`src/rtl/elastic_stage_register.sv`:
```
// Elastic valid/ready pipeline stage with a main register, a hidden skid register,
// a registered In_Ready (no combinational ready path) and a saturating stall counter.
module elastic_stage_register #(
  parameter int unsigned        DATA_W = 32,
  parameter logic [DATA_W-1:0]  BUBBLE = DATA_W'(32'h0000_0013),
  parameter int unsigned        CNT_W  = 16
) (
  input  logic              CLK,
  input  logic              RST_N,
  input  logic              Flush,
  input  logic              In_Valid,
  output logic              In_Ready,
  input  logic [DATA_W-1:0] In_Data,
  output logic              Out_Valid,
  input  logic              Out_Ready,
  output logic [DATA_W-1:0] Out_Data,
  output logic [CNT_W-1:0]  Stall_Count
);

  typedef enum logic [1:0] {StEmpty, StOne, StFull} state_e;

  state_e              state_q, state_d;
  logic [DATA_W-1:0]   main_q, main_d;
  logic [DATA_W-1:0]   skid_q, skid_d;
  logic                ready_q, ready_d;
  logic [CNT_W-1:0]    cnt_q, cnt_d;
  logic                in_xfer, out_xfer;

  assign Out_Valid   = (state_q != StEmpty);
  assign Out_Data    = main_q;
  assign In_Ready    = ready_q;
  assign Stall_Count = cnt_q;

  always_comb begin
    state_d  = state_q;
    main_d   = main_q;
    skid_d   = skid_q;
    in_xfer  = In_Valid & ready_q;
    out_xfer = Out_Valid & Out_Ready;

    if (Flush) begin
      // Beats offered or accepted in the flush cycle are dropped.
      state_d = StEmpty;
      main_d  = BUBBLE;
      skid_d  = BUBBLE;
    end else begin
      unique case (state_q)
        StEmpty: begin
          if (in_xfer) begin
            state_d = StOne;
            main_d  = In_Data;
          end
        end
        StOne: begin
          if (in_xfer && out_xfer) begin
            main_d = In_Data;
          end else if (in_xfer) begin
            state_d = StFull;
            skid_d  = In_Data;
          end else if (out_xfer) begin
            state_d = StEmpty;
            main_d  = BUBBLE;
          end
        end
        StFull: begin
          if (out_xfer) begin
            state_d = StOne;
            main_d  = skid_q;
          end
        end
        default: begin
          state_d = StEmpty;
          main_d  = BUBBLE;
        end
      endcase
    end

    ready_d = (state_d != StFull);

    cnt_d = cnt_q;
    if (Out_Valid && !Out_Ready && (cnt_q != {CNT_W{1'b1}})) begin
      cnt_d = cnt_q + CNT_W'(1);
    end
  end

  always_ff @(posedge CLK or negedge RST_N) begin
    if (!RST_N) begin
      state_q <= StEmpty;
      main_q  <= BUBBLE;
      skid_q  <= BUBBLE;
      ready_q <= 1'b0;
      cnt_q   <= '0;
    end else begin
      state_q <= state_d;
      main_q  <= main_d;
      skid_q  <= skid_d;
      ready_q <= ready_d;
      cnt_q   <= cnt_d;
    end
  end

endmodule
```
`config.mk`:
```
export PLATFORM = sky130hd
export DESIGN_NAME = elastic_stage_register
export DESIGN_NICKNAME = d
export VERILOG_FILES = /design/src/rtl/elastic_stage_register.sv
export SDC_FILE = /design/constraint.sdc
export NUM_CORES = 1
export LEC_CHECK = 0
export BUFFER_PORTS_ARGS = -buffer_cell sky130_fd_sc_hd__buf_4
export CAP_MARGIN = 40
export CORE_UTILIZATION = 50
export CTS_BUF_LIST = sky130_fd_sc_hd__clkbuf_4
export CTS_CLUSTER_DIAMETER = 150
export DETAILED_ROUTE_END_ITERATION = 16
export PLACE_DENSITY = 0.78
export SYNTH_ARGS = -nofsm -noshare
export SYNTH_HDL_FRONTEND = slang
export SYNTH_SLANG_ARGS = --single-unit
```
`constraint.sdc`:
```
create_clock -name CLK -period 1.5 [get_ports CLK]
set_input_delay 0.3 -clock CLK [delete_from_list [all_inputs] [get_ports CLK]]
set_output_delay 0.3 -clock CLK [all_outputs]
set_load 0.005 [all_outputs]
```
Word-level counts from Yosys, hierarchy flattened
Index checks and enable logic that the tools add are counted.
{"block": "totals", "reg_bits": 83, "input_bits": 37, "output_inout_bits": 50, "elab_cells": 44}
{"block": "classes", "addsub": 1, "eq_ne": 9, "n_mux": 17, "bitwise_logic": 2, "n_reduce_logical": 10}
{"op": "$mux W32", "n": 9}
{"op": "$pmux W32 S3", "n": 1}
{"op": "$add A16 B1 Y16 const B", "n": 1}
{"op": "$ne A16 B16 Y1 const B", "n": 1}
{"op": "$mux W2", "n": 6}
{"op": "$ne A4 B4 Y1 const B", "n": 2}
{"op": "$ne A3 B3 Y1 const B", "n": 2}
{"op": "$pmux W2 S3", "n": 1}
{"op": "$reduce_bool A2 Y1", "n": 3}
{"op": "$ne A2 B2 Y1 const B", "n": 2}
{"op": "$reduce_and A4 Y1", "n": 1}
{"op": "$logic_and A1 B1 Y1", "n": 3}
{"op": "$reduce_and A3 Y1", "n": 1}
{"op": "$and A1 B1 Y1", "n": 2}
{"op": "$eq A2 B1 Y1 const B", "n": 1}
{"op": "$eq A2 B2 Y1 const B", "n": 1}
{"op": "$logic_not A2 Y1", "n": 1}
{"op": "$logic_not A1 Y1", "n": 1}

Depth between registers and ports, before layout
Gate-level depths: netlist of run 1.
{"block": "depth", "depth_word": 8, "depth_mapped": 7, "depth_no_buf": 5}

Worst setup path after synthesis of run 1
No wires, ideal clock.
{"block": "synth_timing", "path_kind": "register to register", "startpoint": "register cnt_q[0], in the netlist Stall_Count[0]", "endpoint": "register cnt_q[12], in the netlist Stall_Count[12]", "setup_ps": 125, "arrival_ps": 1610, "t_required_ps": 1375, "path_slack_ps": -235, "stages_incl_launch_ff": 6, "n_path_buf": 0, "period_less_slack_ps": 1735, "cell_sequence": "dfrtp_1 ha_1 nand3_2 or3_4 nor2_1 mux2_2"}
{"block": "synth_via", "elab_chain_len": 2, "word_cells_on_any_way": 3, "classes_between": "add/sub (1); eq/ne (1); reduce/logical (1)"}
{"element": "start, declared", "line": "26", "text": "logic [CNT_W-1:0] cnt_q, cnt_d;"}
{"element": "start signal, assigned", "line": "98", "text": "cnt_q <= cnt_d;"}
{"element": "parallel branches: the longest is 2 deep, another holds $add A16 B1 Y16"}
Parallel ways; which one is timed is not known.
A chain may end at the register's enable or synchronous reset.

Worst setup path in the final report of run 1
{"block": "layout_timing", "startpoint": "register cnt_q[6], in the netlist Stall_Count[6]", "endpoint": "register cnt_q[12], in the netlist Stall_Count[12]"}
Same word-level chain as after synthesis.

==> results_dict.tcl, run 1 <==
set metrics [dict create \
    synth_fp_nets 394 \
    postLayoutSetupSlackWorst_ps -110.9 \
    whs_ps 110.6 \
    share_of_synthesized_flip_flops_with_an_asynchronous_set_or_reset_pct 100.0 \
    hold_violations 0 \
    rsz0062_at_grt "true" \
    fin_util_pct 75.08 \
    setup_viol_count_final 72 \
    grt_antenna_before_repair 0 \
    finish.cell_count_without_fillers 585 \
    timing.critical_path.fanout_max 4 \
    regArea_um2 2086 \
    critical-path-max-stage-delay_ps 500 \
    drt_pass1_iterations 4 \
    finalWeightedCongestion 0.8106 \
    total_number_of_yosys_warnings 0 \
    worstSkewPairLatency_ps 420 \
    cts_num_sinks 83 \
    timing.max_slew.rel_slack_pct 79.16 \
    power_per_cell_area_nw_per_um2 948.5 \
    clockRootBuffer "clkbuf_4" \
    path_delay_family "simple AND/OR/NAND/NOR gates" \
    clk_path_buf_depth 2 \
    die-area_um2 7786 \
    multiInputGateArea_um2 1857 \
    syn_avg_cell_area_um2 10.45 \
    skew_final_ps 24.74 \
    most_used_flip_flop_cell_after_synthesis "dfrtp_1" \
    grt_max_degree 41 \
    finalMaxSlewViolations 0 \
    clkSlewWorstSetupHoldPaths_ps 140 \
    boundaryPins 87 \
    grt_pass1_wl_mm 14.81 \
    final_nets 520 \
    synthesis.instances 356 \
    post-place-cells 557 \
    total_power_mw 5.138 \
    cts_inserted_buffers 9 \
    layout_min_cycle_time_ps 1611 \
    crit_slowest_cell "or3_4" \
    synth_area_um2 3719 \
    die-height_um 88.24 \
    max-vdd-ir-drop_mv 0.6752 \
    drt_first_iter_violations 212 \
    ys_top_cells_by_area "dfrtp_1 52%, nand2_1 7.3%, o2bb2ai_1 6.8%" \
    die_width_um 88.24 \
    drc 0 \
    yosys_register_bits 83 \
    dpl_worst_slack_ps -52.70 \
    n_fill_cell 481 \
    drive_above_1_share_pct 47.33 \
    arrival_ps 1930 \
    number_of_enable_flip_flop_cells_after_synthesis 0 \
    routed-via-count 3317 \
    rows 31 \
    antenna_cells_inserted 0 \
    synth_largest_area_cell "dfrtp_1" \
    routed_wirelength_mm 10.13 \
    synth_cell_type_count 40 \
    synth_seq_area_share_pct 56.06 \
    setup.worst_path.class "flop to flop" \
    io_buffer_count 86 \
    timing.critical_path.cells "nand4_1 -> or3_4 -> nor2_4 -> mux2_4" \
    synthToLayoutAreaGrowth_pct 45.66 \
    first_global_vias 3180 \
    cp-start-kind "flop" \
    detailedPlacementHpwl_mm 6.213 \
    crit_required_ps 1810 \
    antenna_left 0 \
    tightestPinTransition_ps 311.2 \
    worst_setup_path_end_kind "flop" \
    globalRouteOverflowTotal 0 \
    fmaxAchievable_mhz 620.8 \
    post-synth-top-area-fraction_pct 51.82 \
    cts_max_level 3 \
    critPathBufInv 0 \
    power.leakage_nw 2.524 \
    starting_density_of_the_core_pct 51.54 \
    route.detailed.vias_per_inst 5.670 \
    timing.hold.worst.class "primary input to flop" \
    grt.total_usage_pct 24.76 \
    tritoncts "built" \
    failed_checks "negative setup slack" \
    drt-wirelength-per-cell_um 17.32 \
    maxCapViolCount 0 \
    finalCritPeriodShare_pct 107.4 \
    run_status "complete, but fails checks" \
    core_area_um2 7214 \
]
## where the power goes
part | internal, mW | switching, mW | leakage, nW
Sequential | 2.41 | 0.148 | 1.10
Combinational | 0.707 | 0.629 | 1.35
Clock | 0.526 | 0.719 | 0.0718
## final cells by class
class | count | share of cell area (%)
Timing Repair Buffer | 141 | 22.34
Clock inverter | 4 | 0.7854
Multi-Input combinational cell | 243 | 34.28
Clock buffer | 11 | 1.525
Tap cell | 99 | 2.287
Sequential cell | 83 | 38.51
Inverter | 4 | 0.2772
## path summary, 6_finish.rpt
check / startpoint / endpoint / slack (ps) / cells after the start
setup / recovery: Stall_Count[6] / Stall_Count[12] / -110 / 4
hold / removal: In_Data[29] / skid_q[29] / 110 / 3
setup reg to reg: Stall_Count[6] / Stall_Count[12] / -110 / 4
hold reg to reg: Out_Data[5] / Out_Data[5] / 500 / 1
max in group asynchronous: RST_N / Out_Data[4] / 620 / 3
min in group asynchronous: RST_N / Out_Data[9] / 280 / 2
## synthesized netlist by cell type, drive strengths merged (4+ instances only)
cell type  instances
inv                4
nand2             72
xor2              12
nor2b              5
o21ai              4
a21oi             38
dfstp              6
nand3              5
a22oi             32
nand4              8
nor2               6
clkbuf             7
nor3               9
dfrtp             77
o2bb2ai           29
buf               19
## metal layers
metal  share of wire [%]  up-vias  global-route usage (%)
li1                    -     1529                       -
met1                  42     1670                   32.78
met2                  52      108                   41.05
met3                 5.4       10                   4.664
met4                0.97        0                   8.651
met5                   0        -                       0
## registers in the layout, indices dropped and copies added (netlist names)
signal / count
Stall_Count: 16
In_Ready: 1
skid_q: 32
state_q: 2
Out_Data: 32
## tightest hold or removal path, delay by kind of cell
family	cells	cell delay, ps
simple gates	1	50
compound gates	1	50
buf+inv	1	110
## timing repair
item / CTS / global route
pin swaps: 4 / 13
setup endpoints to repair: 8 / 80
endpoints found under the hold margin: 17 / 0
hold buffers: 1 / 0
gates cloned: 0 / 3
setup buffers: 5 / 4
resized for setup: 17 / 74
## logic make-up (layout without fill, tap and decap cells)
logic type | Yosys count | after routing | share of synthesized area, %
XOR/XNOR | 13 | 13 | 3.062
AND/OR/NAND/NOR | 120 | 120 | 15.75
multiplexers | 2 | 2 | 0.7065
buffers and inverters | 30 | 160 | 3.903
flip-flops | 83 | 83 | 56.06
adder cells (fa/ha/maj) | 1 | 1 | 0.3364
AO/OA/AOI/OAI | 107 | 107 | 20.19
## cells in the final DEF (no fill, tap or decap), types with 2 or more instances in the layout
cell type and count:
a21oi_1 12, a21oi_2 23, a21oi_4 3, a22oi_1 32, buf_12 6, buf_4 119
buf_6 13, clkbuf_4 11, clkinv_1 2, dfrtp_1 76, dfstp_2 6, inv_1 4
mux2_4 2, nand2_1 66, nand2_2 5, nand2b_1 2, nand3_1 4, nand3b_1 3
nand4_1 8, nor2_2 3, nor2_4 2, nor2b_1 4, nor3_2 4, nor3_4 5
o21ai_0 2, o2bb2ai_1 21, o2bb2ai_2 8, xor2_1 12
## through the flow
step | cell area [um^2] | setup TNS [ps]
after floorplan | 3742 | -196.4
after global placement | 4775 | -18.87
after detailed placement | 4775 | -122.3
after CTS | 5019 | -370.6
after global routing | 5416 | -7870
final | 5416 | -3951
Power figures use the tool's default switching activity.
==> run 2, diff against run 1 <==
CORE_ASPECT_RATIO = 0.6   (was default)
==> results_dict.tcl, run 2 (synthesis gave the netlist of run 1 again) <==
set metrics [dict create \
    core_area_um2 6935 \
    drive_above_1_share_pct 62.14 \
    boundaryPins 87 \
    arrival_ps 2180 \
    setup_viol_count_final 88 \
    failed_checks "negative setup slack" \
    critical-path-max-stage-delay_ps 450 \
    skew_final_ps 20.59 \
    max-vdd-ir-drop_mv 0.8694 \
    grt_antenna_before_repair 0 \
    finalWeightedCongestion 0.8568 \
    cp-start-kind "flop" \
    tritoncts "built" \
    io_buffer_count 86 \
    drc 0 \
    globalRouteOverflowTotal 0 \
    finish.cell_count_without_fillers 616 \
    finalCritPeriodShare_pct 121.3 \
    synthToLayoutAreaGrowth_pct 68.14 \
    most_frequent_standard_cell_in_the_layout_excluding_fill_and_tap_cells "buf_4" \
    finalMaxSlewViolations 0 \
    die_width_um 113.3 \
    timing.critical_path.fanout_max 3 \
    min_delay_worst_endpoint "skid_q[31]" \
    crit_slowest_cell "dfrtp_1" \
    antenna_left 0 \
    crit_required_ps 1860 \
    tightestPinTransition_ps 550.9 \
    fin_util_pct 90.15 \
    detailedPlacementHpwl_mm 6.851 \
    first_global_vias 3214 \
    die-height_um 68.80 \
    worst_r2r_startpoint "Stall_Count[0]" \
    cpMostUsedCell "buf_4" \
    clockRootBuffer "clkbuf_4" \
    grt.total_usage_pct 27.63 \
    clk_path_buf_depth 2 \
    r2r_setup_slk_ps -320 \
    hold_violations 0 \
    dpl_worst_slack_ps -98.84 \
    grt_max_degree 37 \
    run_status "complete, but fails checks" \
    drt_first_iter_violations 477 \
    worst_hold_path.num_cells 3 \
    cts_num_sinks 83 \
    rows 23 \
    starting_density_of_the_core_pct 53.62 \
    final_nets 548 \
    worst_r2r_path_depth 7 \
    postLayoutSetupSlackWorst_ps -319.6 \
    route.detailed.vias_per_inst 6.583 \
    drt-wirelength-per-cell_um 26.17 \
    routed_wirelength_mm 16.12 \
    r2r_end "Stall_Count[6]" \
    cts_max_level 3 \
    layout_min_cycle_time_ps 1820 \
    n_fill_cell 245 \
    routed-via-count 4055 \
    timing.hold.worst.class "primary input to flop" \
    die-area_um2 7797 \
    worst_setup_path_end_kind "flop" \
    layout_common_cells "125 x buf_4, 76 x dfrtp_1, 41 x nand2_1" \
    power.leakage_nw 2.955 \
    clkSlewWorstSetupHoldPaths_ps 160 \
    fmaxAchievable_mhz 549.6 \
    worstSkewPairLatency_ps 470 \
    power_per_cell_area_nw_per_um2 927.0 \
    post-place-cells 567 \
    timing.max_slew.rel_slack_pct 63.14 \
    setup.worst_path.class "flop to flop" \
    drt_pass1_iterations 5 \
    maxCapViolCount 0 \
    min_from "In_Data[31]" \
    grt_pass1_wl_mm 16.19 \
    cts_inserted_buffers 9 \
    rsz0062_at_grt "true" \
    timing.critical_path.cells "ha_4 -> nand3_4 -> buf_4 -> buf_4 -> buf_4 -> nor4_4 -> xor2_1" \
]
-- run 2: worst max-delay path by stage --
stage | cells after the start | slack [ps] | start | endpoint
6_report | 7 | -320 | Stall_Count[0] | Stall_Count[6]
5_1_grt | 7 | -370 | Stall_Count[0] | Stall_Count[7]
4_1_cts | 3 | -120 | state_q[1] | Out_Valid
3_5_place_dp | 5 | -100 | Stall_Count[1] | Stall_Count[12]
3_3_place_gp | 5 | -50 | Stall_Count[1] | Stall_Count[12]
2_1_floorplan | 5 | -100 | Stall_Count[0] | Stall_Count[12]
-- run 2: where the power goes --
part | switching [mW] | internal, mW | total, mW
Clock | 0.892 | 0.503 | 1.39
Sequential | 0.185 | 2.41 | 2.60
Combinational | 0.887 | 0.919 | 1.81
-- run 2: what timing repair did --
action,CTS,global route
endpoints found under the hold margin,26,0
pin swaps,5,75
resized for setup,28,178
setup endpoints to repair,42,87
hold buffers,1,0
cloned,3,7
setup buffers,4,19
-- run 2: routing by layer --
metal	routed length [um]	share of wire [%]	track usage [%]	vias up
met5	0	0	0	-
met4	650	4.0	7.237	0
met3	1897	12	7.168	70
met2	7067	44	42.64	397
met1	6503	40	39.20	2008
li1	-	-	-	1580
-- run 2: final cells by class --
class,instances,area (um^2),area share [%]
multi-input cells,243,2276,36.40
flip-flops and latches,83,2086,33.36
repair buffers,169,1612,25.78
well taps,100,125.1,2.001
clock inverters,7,68.82,1.101
clock buffers,9,67.56,1.081
inverters,4,15.01,0.2401
diodes,1,2.502,0.04002
-- run 2: through the flow --
step	hold WS [ps]	power (mW)	setup TNS (ps)	instance area (um^2)
4_1_cts	77.37	5.071	-2057	5175
3_5_place_dp	281.7	3.728	-711.5	4818
5_1_grt	70.32	5.958	-17140	6250
3_3_place_gp	276.3	3.681	-173.7	4818
2_1_floorplan	4.409	3.031	-196.4	3742
6_report	76.00	5.796	-14850	6252
-- run 2: critical path: cells and delay by family (launching register included) --
kind          cells  cell delay [ps]
xor+xnor          1              260
flops             1              450
buf+inv           3              420
simple gates      2              400
fa+ha+maj         1              190
==> run 3, diff against run 2 <==
CELL_PAD_IN_SITES_DETAIL_PLACEMENT = 0   (was default)
CELL_PAD_IN_SITES_GLOBAL_PLACEMENT = 1   (was default)
CORE_UTILIZATION = 39   (was 50)
PLACE_DENSITY = default   (was 0.78)
PLACE_DENSITY_LB_ADDON = 0.1   (was default)
==> results_dict.tcl, run 3 (synthesis gave the netlist of run 1 again) <==
set metrics [dict create \
    max-vdd-ir-drop_mv 0.6566 \
    cp-start-kind "flop" \
    routed-via-count 3575 \
    placement.cell_area_um2 4928 \
    tightestPinTransition_ps 360.4 \
    skew_final_ps 17.73 \
    boundaryPins 87 \
    die-height_um 77.64 \
    die_width_um 128.1 \
    drt_first_iter_violations 181 \
    globalRouteOverflowTotal 0 \
    critical-path-max-stage-delay_ps 430 \
    final_nets 553 \
    worstSkewPairLatency_ps 430 \
    most_frequent_standard_cell_in_the_layout_excluding_fill_and_tap_cells "buf_4" \
    setup.worst_path.class "flop to flop" \
    routed_wirelength_mm 13.07 \
    finalMaxSlewViolations 0 \
    detailedPlacementHpwl_mm 6.998 \
    cts_num_sinks 83 \
    timing.max_slew.rel_slack_pct 75.97 \
    postLayoutSetupSlackWorst_ps -151.5 \
    worst_setup_path_end_kind "flop" \
    drt-wirelength-per-cell_um 20.11 \
    drc 0 \
    maxCapViolCount 0 \
    finalCritPeriodShare_pct 110.1 \
    finalWeightedCongestion 0.8332 \
    crit_required_ps 1860 \
    power.leakage_nw 3.038 \
    grt_pass1_wl_mm 17.11 \
    timing.critical_path.fanout_max 8 \
    grt_antenna_before_repair 0 \
    hold_violations 0 \
    clkSlewWorstSetupHoldPaths_ps 130 \
    io_buffer_count 86 \
    core_area_um2 9223 \
    timing.hold.worst.class "primary input to flop" \
    cts_inserted_buffers 9 \
    layout_min_cycle_time_ps 1651 \
    tritoncts "built" \
    setup_viol_count_final 68 \
    timing.critical_path.cells "buf_6 -> buf_6 -> buf_6 -> nor2b_4 -> buf_12 -> clkbuf_16 -> a22oi_2 -> o2bb2ai_1" \
    starting_density_of_the_core_pct 40.32 \
    finish.cell_count_without_fillers 650 \
    fmaxAchievable_mhz 605.5 \
    run_status "complete, but fails checks" \
    post-place-cells 598 \
    failed_checks "negative setup slack" \
    clk_path_buf_depth 2 \
    grt.total_usage_pct 22.76 \
    cpMostUsedCell "buf_6" \
    grt_max_degree 32 \
    clockRootBuffer "clkbuf_4" \
    finish.instance_area_um2 6649 \
    first_global_vias 3183 \
    die-area_um2 9942 \
    arrival_ps 2010 \
    antenna_cells_inserted 0 \
    synthToLayoutAreaGrowth_pct 78.80 \
    n_fill_cell 633 \
    drive_above_1_share_pct 68.65 \
    crit_slowest_cell "dfrtp_1" \
    power_per_cell_area_nw_per_um2 843.0 \
    rsz0062_at_grt "true" \
    cts_max_level 3 \
    rows 27 \
    route.detailed.vias_per_inst 5.500 \
    layout_common_cells "114 x buf_4, 75 x dfrtp_1, 31 x a21oi_2, 31 x a22oi_2, 29 x buf_6" \
    drt_pass1_iterations 4 \
    antenna_left 0 \
]
run 3: cell count changes in the layout (fill, tap and decap cells not counted), moves of 12 or more:
cell       previous run  this run
a22oi_2              14        31
nand2_1              41        24
o2bb2ai_1             3        15
a22oi_1              18         1
run 3: metrics by stage:
stage | TNS (ps) | hold WS [ps] | utilization, % | worst slack, ps | total power, mW
final | -4253 | 87.88 | 72.09 | -151.5 | 5.605
after global placement | -1950 | 237.8 | 53.44 | -102.7 | 3.716
after CTS | -536.4 | 38.50 | 57.44 | -126.3 | 5.148
after floorplan | -196.4 | 4.409 | - | -99.94 | 3.031
after global routing | -9489 | 57.63 | 72.09 | -205.4 | 5.886
after detailed placement | -2994 | 237.9 | 53.44 | -122.0 | 3.741
run 3: power by group:
group / internal [mW] / switching, mW / leakage, nW
Clock: 0.515 / 0.780 / 0.0752
Combinational: 0.957 / 0.774 / 1.86
Sequential: 2.41 / 0.168 / 1.10
Total: 3.88 / 1.72 / 3.04
run 3: worst paths after layout:
check                            from      endpoint  slack (ps)  cells after the start
max                        state_q[0]   Out_Data[6]        -150                      8
min                        In_Data[0]     skid_q[0]          90                      3
max reg2reg                state_q[0]   Out_Data[6]        -150                      8
min reg2reg                 skid_q[0]     skid_q[0]         500                      2
max in group asynchronous       RST_N    state_q[1]         690                      3
min in group asynchronous       RST_N  Out_Data[17]         310                      2
run 3: final cells by class:
type	count	area, um^2	area share (%)
Sequential cell	83	2087	31.39
Timing Repair Buffer	174	1848	27.79
Multi-Input combinational cell	243	2405	36.17
Inverter	4	15.01	0.2258
Tap cell	130	162.7	2.446
Clock buffer	10	75.07	1.129
Clock inverter	6	56.30	0.8468
run 3: per-layer routing:
layer / track usage (%) / vias up / wire length (um)
li1: - / 1610 / -
met4: 4.824 / 0 / 102
met5: 0 / - / 0
met3: 7.172 / 11 / 648
met2: 30.60 / 85 / 6008
met1: 35.10 / 1869 / 6313
run 3: what timing repair did:
action,4_1_cts,5_1_grt
hold buffers,1,0
pin swaps,12,111
cloned,2,12
setup endpoints to repair,64,96
buffers inserted,5,19
resized for setup,35,223
endpoints found under the hold margin,17,0
run 3: worst max-delay path, delay by kind of cell, from the launching register on:
family                 cells  cell delay, ps
and+or+nand+nor            1             200
AOI/OAI and AO/OA          2             240
DFF                        1             430
buffers and inverters      5             700
